`config.mk`:
```
export PLATFORM = sky130hd
export DESIGN_NAME = cs_accumulate_resolve
export DESIGN_NICKNAME = d
export VERILOG_FILES = /design/src/rtl/cs_accumulate_resolve_pkg.sv /design/src/rtl/reducer_4_to_2.sv /design/src/rtl/cs_accumulate_resolve.sv
export SDC_FILE = /design/constraint.sdc
export NUM_CORES = 1
export LEC_CHECK = 0
export ABC_AREA = 1
export ABC_CLOCK_PERIOD_IN_PS = 4100
export BUFFER_PORTS_ARGS = -buffer_cell sky130_fd_sc_hd__buf_2
export CORE_UTILIZATION = 60
export DETAILED_ROUTE_END_ITERATION = 8
export PLACE_DENSITY = 0.81
export REMOVE_ABC_BUFFERS = 1
export SYNTH_ARGS = -nofsm -noshare
export SYNTH_HDL_FRONTEND = slang
export SYNTH_SLANG_ARGS = --single-unit
```
`constraint.sdc`:
```
create_clock -name clk -period 4.1 [get_ports clk]
set_clock_uncertainty 0.05 [all_clocks]
set_input_delay 0.205 -clock clk [delete_from_list [all_inputs] [get_ports clk]]
set_output_delay 0.205 -clock clk [all_outputs]
set_load 0.02 [all_outputs]
```
`src/rtl/cs_accumulate_resolve_pkg.sv`:
```
// Shared definitions for the carry-save accumulate/resolve block: FSM encoding and chunk-count helper.
package cs_accumulate_resolve_pkg;

    localparam logic [1:0] ST_ACCUM   = 2'd0;
    localparam logic [1:0] ST_RESOLVE = 2'd1;
    localparam logic [1:0] ST_OUT     = 2'd2;

    function automatic int unsigned nchunk(input int unsigned acc_w, input int unsigned chunk);
        return acc_w / chunk;
    endfunction

endpackage

```
`src/rtl/reducer_4_to_2.sv`:
```
// 4:2 carry-save compressor built from two full-adder rows; sum + 2*carry + 2^WIDTH*cout = w+x+y+z+cin.
module reducer_4_to_2 #(
    parameter int unsigned WIDTH = 8
) (
    input  logic [WIDTH-1:0] w,
    input  logic [WIDTH-1:0] x,
    input  logic [WIDTH-1:0] y,
    input  logic [WIDTH-1:0] z,
    input  logic             cin,
    output logic [WIDTH-1:0] sum,
    output logic [WIDTH-1:0] carry,
    output logic             cout
);

    logic [WIDTH-1:0] s1;
    logic [WIDTH-1:0] c1;
    logic [WIDTH-1:0] chain;

    // First row carries ripple exactly one position into the second row.
    assign s1    = w ^ x ^ y;
    assign c1    = (w & x) | (w & y) | (x & y);
    assign chain = {c1[WIDTH-2:0], cin};
    assign sum   = s1 ^ z ^ chain;
    assign carry = (s1 & z) | (s1 & chain) | (z & chain);
    assign cout  = c1[WIDTH-1];

endmodule

```
`src/rtl/cs_accumulate_resolve.sv`:
```
// Accumulates carry-save beats per group, then resolves to binary with a chunked multi-cycle CPA.
module cs_accumulate_resolve
    import cs_accumulate_resolve_pkg::*;
#(
    parameter int unsigned IN_W  = 8,
    parameter int unsigned ACC_W = 24,
    parameter int unsigned CHUNK = 8,
    parameter int unsigned CNT_W = 8
) (
    input  logic             clk,
    input  logic             rst,
    input  logic             in_valid,
    output logic             in_ready,
    input  logic [IN_W-1:0]  in_sum,
    input  logic [IN_W-1:0]  in_carry,
    input  logic             in_last,
    input  logic             clear,
    output logic             out_valid,
    input  logic             out_ready,
    output logic [ACC_W-1:0] out_data,
    output logic [CNT_W-1:0] out_count
);

    localparam int unsigned NCHUNK = nchunk(ACC_W, CHUNK);
    localparam int unsigned IDX_W  = (NCHUNK > 1) ? $clog2(NCHUNK) : 1;

    if (ACC_W % CHUNK != 0) begin : g_bad_chunk
        $error("ACC_W must be a multiple of CHUNK");
    end
    if (IN_W > ACC_W) begin : g_bad_in_w
        $error("IN_W must not exceed ACC_W");
    end

    logic [1:0]       state;
    logic [1:0]       state_nxt;
    logic [ACC_W-1:0] acc_s;
    logic [ACC_W-1:0] acc_c;
    logic [CNT_W-1:0] count;
    logic [IDX_W-1:0] idx;
    logic             cy;

    logic             accept_c;
    logic             last_chunk_c;
    logic [CNT_W-1:0] count_inc_c;
    logic [ACC_W-1:0] cmp_w_c;
    logic [ACC_W-1:0] cmp_x_c;
    logic [ACC_W-1:0] cmp_sum_c;
    logic [ACC_W-1:0] cmp_carry_c;
    logic             cmp_cout_unused;
    logic [ACC_W-1:0] op_b_c;
    logic [CHUNK-1:0] a_chunk_c;
    logic [CHUNK-1:0] b_chunk_c;
    logic [CHUNK:0]   chunk_res_c;

    assign accept_c     = in_valid & in_ready;
    assign last_chunk_c = (idx == IDX_W'(NCHUNK - 1));
    assign count_inc_c  = (&count) ? count : count + CNT_W'(1);

    // A clear that coincides with a beat starts the new group from that beat alone.
    assign cmp_w_c = clear ? '0 : acc_s;
    assign cmp_x_c = clear ? '0 : (acc_c << 1);

    reducer_4_to_2 #(.WIDTH(ACC_W)) u_reducer (
        .w     (cmp_w_c),
        .x     (cmp_x_c),
        .y     (ACC_W'(in_sum)),
        .z     (ACC_W'(in_carry) << 1),
        .cin   (1'b0),
        .sum   (cmp_sum_c),
        .carry (cmp_carry_c),
        .cout  (cmp_cout_unused)
    );

    // Chunk select for the carry-propagate add; operands are frozen while resolving.
    assign op_b_c = acc_c << 1;
    always_comb begin
        a_chunk_c = '0;
        b_chunk_c = '0;
        for (int unsigned k = 0; k < NCHUNK; k++) begin
            if (idx == IDX_W'(k)) begin
                a_chunk_c = acc_s[k*CHUNK +: CHUNK];
                b_chunk_c = op_b_c[k*CHUNK +: CHUNK];
            end
        end
    end
    assign chunk_res_c = {1'b0, a_chunk_c} + {1'b0, b_chunk_c} + {{CHUNK{1'b0}}, cy};

    // Next-state logic.
    always_comb begin
        state_nxt = state;
        case (state)
            ST_ACCUM:   if (accept_c && in_last) state_nxt = ST_RESOLVE;
            ST_RESOLVE: if (last_chunk_c)        state_nxt = ST_OUT;
            ST_OUT:     if (out_ready)           state_nxt = ST_ACCUM;
            default:                             state_nxt = ST_ACCUM;
        endcase
    end

    always_ff @(posedge clk) begin
        if (rst) state <= ST_ACCUM;
        else     state <= state_nxt;
    end

    always_ff @(posedge clk) begin
        if (rst) begin
            acc_s     <= '0;
            acc_c     <= '0;
            count     <= '0;
            idx       <= '0;
            cy        <= 1'b0;
            in_ready  <= 1'b1;
            out_valid <= 1'b0;
            out_data  <= '0;
            out_count <= '0;
        end else begin
            in_ready  <= (state_nxt == ST_ACCUM);
            out_valid <= (state_nxt == ST_OUT);
            case (state)
                ST_ACCUM: begin
                    idx <= '0;
                    cy  <= 1'b0;
                    if (accept_c) begin
                        acc_s <= cmp_sum_c;
                        acc_c <= cmp_carry_c;
                        count <= clear ? CNT_W'(1) : count_inc_c;
                        if (in_last) out_count <= clear ? CNT_W'(1) : count_inc_c;
                    end else if (clear) begin
                        acc_s <= '0;
                        acc_c <= '0;
                        count <= '0;
                    end
                end
                ST_RESOLVE: begin
                    for (int unsigned k = 0; k < NCHUNK; k++) begin
                        if (idx == IDX_W'(k)) out_data[k*CHUNK +: CHUNK] <= chunk_res_c[CHUNK-1:0];
                    end
                    cy  <= chunk_res_c[CHUNK];
                    idx <= idx + IDX_W'(1);
                end
                ST_OUT: begin
                    if (out_ready) begin
                        acc_s <= '0;
                        acc_c <= '0;
                        count <= '0;
                    end
                end
                default: ;
            endcase
        end
    end

endmodule

```
==> results.yml <==
cells_and_area:
  final_common_cell: "nand2_1"
  antenna_cells: 0
  nets: 880
  stdcell_area_mm2: 0.00600
  mostFrequentLayoutCells: "nand2_1 (191), inv_1 (103), dfxtp_1 (93)"
  drive_above_1_share: 0.109
  fill_cells: 770
  area_growth_syn_to_layout_pct: 8.19
  final_util: 0.678
  layout.cells.non_filler: 913
timing:
  tns_ns: 0
  finalWorstSetupSlack_ns: 0.959
  slew_violations: 0
  max_slew_margin: 0.369
  fmax_mhz: 318
  worst_slew_pin_slew_ns: 0.946
  min_period_ns: 3.14
  setup_violations: 0
  hold_viol_final: 0
  rsz0062_at_grt: "no"
  fin_crit_sh: 0.766
setup_path:
  r2r_start: "idx[1]"
  worstPathRequired_ns: 4.38
  criticalPathCategory: "reg -> reg"
  reg2reg_slack_ns: 0.96
  crit_path_end_kind: "flop"
  start_kind: "flop"
  cp-endpoint: "out_data[20]"
  ff2ff_path_depth: 13
  cp.arrival_ns: 3.42
  crit_path_start: "idx[1]"
  rr_endpoint: "out_data[20]"
  path_max_fanout: 16
floorplanning:
  io_pins: 56
  die_h_um: 98.1
  die-area_mm2: 0.00963
  initial_core_util: 0.627
  rows: 34
  coreArea_mm2: 0.00885
  fp.dieW_um: 98.1
clock_tree:
  cts_buffer_depth: 2
  cts_resized: 0
  clk-insertion-delay-late_ns: 0.37
  clk_pin_slew_ns: 0.10
  cts_tree: "built"
  numCtsBuffers: 9
  root_buffer: "clkbuf_8"
  hold_buffers: 0
  cts_num_sinks: 93
  cts_max_level: 3
  postCtsSetupBuffers: 0
grt:
  antenna_found_initial: 0
  grt_first_pass_wirelength_mm: 22.6
  grt_pass1_vias: 4909
  grt.overflow.total: 0
  groute.usage.overall: 0.290
  grt_max_degree: 62
yosys:
  yosysTopAreaCell: "dfxtp_1"
  avgSynthCellArea_um2: 7.21
  synth_area_mm2: 0.00555
  synthFlopType: "dfxtp_1"
  synth_top_area_frac: 0.336
  ys_seq_area_frac: 0.336
  yosys_warnings: 0
  synth_edf_count: 0
  ys_types: 32
  ys_seq_elements: 93
  async_flop_share: 0
  yosys-top-cells-area: "dfxtp_1 (34%), nand2_1 (13%), ha_1 (9.5%), a21oi_1 (7.3%), inv_1 (7.0%)"
  synth_cells: 769
detailed_routing:
  viasPerCell: 5.66
  ant_nets: 0
  dr.pass1.iters: 9
  vias: 5168
  routed_wl_mm: 13.5
  drt_iter0_markers: 308
  drc_errors: 5
  wire_per_inst_um: 14.8
placed_design:
  placed_cell_area_mm2: 0.00580
  gp_congestion: 0.897
  dp_slack_ns: 1.02
  dpl.hpwl_mm: 9.36
  portBuffers: 55
  place_inst: 897
power_and_ir_drop:
  vdd_drop_max_v: 0.000156
  internal_power_mw: 1.34
  combPwrFrac: 0.178
  p_sw_mw: 0.622
  p_seq_frac: 0.490
  power_density_mw_per_mm2: 326
  clock_power_share: 0.331
  p_leak_nw: 2.89
  p_sw_frac: 0.317
hold_path:
  hp-class: "in -> reg"
run:
  drv_cap: 0
outcome:
  outcome: "complete, but fails checks"
  violations: "design-rule violations"
worst min path at each step:
stage	start	end	slack, ns	cells after the start
6_report	out_ready	out_valid	0.06	3
5_1_grt	out_ready	out_valid	0.07	3
4_1_cts	out_ready	out_valid	0.06	3
3_5_place_dp	acc_s[23]	acc_s[23]	0.41	2
3_3_place_gp	cy	cy	0.40	2
2_1_floorplan	rst	acc_c[10]	0.22	1
area by class of cell:
type                            count  area [µm²]  area share
Multi-Input combinational cell    528        3070       0.512
Sequential cell                    93        1860       0.310
Inverter                          107         404      0.0673
Timing Repair Buffer               61         320      0.0534
Tap cell                          108         135      0.0225
Clock buffer                        9         124      0.0206
Clock inverter                      7        81.3      0.0136
Yosys cell counts (3+ instances only):
cell type,count
a21oi_1,81
fa_1,16
buf_4,9
buf_2,9
a31oi_1,12
nand2_2,3
o21bai_1,6
o211ai_1,8
o21a_1,11
a221oi_1,5
a22oi_1,7
nand3_1,46
nor2_1,47
nand4_1,8
nand2_1,191
clkbuf_1,22
dfxtp_1,93
ha_1,42
o21ai_1,5
inv_1,103
o21ai_0,29
sequential cells by signal, indices dropped and copies added, names as in the netlist:
name	count
idx	2
state	2
acc_c	22
in_ready	1
out_count	8
cy	1
out_data	24
count	8
out_valid	1
acc_s	24
cells by family (layout without fill, tap and decap cells):
| family | count (synthesis) | after routing | synth area share |
|---|---|---|---|
| flops | 93 | 93 | 0.336 |
| fa+ha+maj | 58 | 58 | 0.152 |
| buf+inv | 148 | 184 | 0.110 |
| xor+xnor | 3 | 3 | 0.00474 |
| simple gates | 303 | 303 | 0.229 |
| compound gates | 164 | 164 | 0.169 |
metrics by stage:
step                      power (mW)  hold WS, ns
after floorplan                 1.20        0.224
after global placement          1.31        0.395
after detailed placement        1.32        0.407
after CTS                       1.96       0.0642
after global routing            2.04       0.0740
final                           1.96       0.0621
routing by layer:
| layer | up-vias | routed length, µm | track usage |
|---|---|---|---|
| met5 | - | 0 | 0 |
| met4 | 0 | 339 | 0.119 |
| met3 | 29 | 890 | 0.0401 |
| met2 | 216 | 6240 | 0.484 |
| met1 | 2369 | 6030 | 0.380 |
| li1 | 2554 | - | - |
critical path, stage by stage (launching register included):
cell and delay, ns:
dfxtp_1 0.34, inv_1 0.08, ha_1 0.52, inv_1 0.15, o211ai_1 0.19, o21ai_0 0.15, fa_1 0.44, fa_1 0.49
inv_1 0.10, nand3_1 0.08, nand3_1 0.12, xor2_1 0.25, o21bai_1 0.09, inv_1 0.05
power by group through the flow:
stage                     logic [mW]  registers, mW  clock network [mW]
after floorplan                0.207          0.993                   0
after global placement         0.334          0.980                   0
after detailed placement       0.343          0.981                   0
after CTS                      0.346          0.960               0.651
after global routing           0.392          0.964               0.687
final                          0.349          0.961               0.649
(Power assumes the default switching activity.)
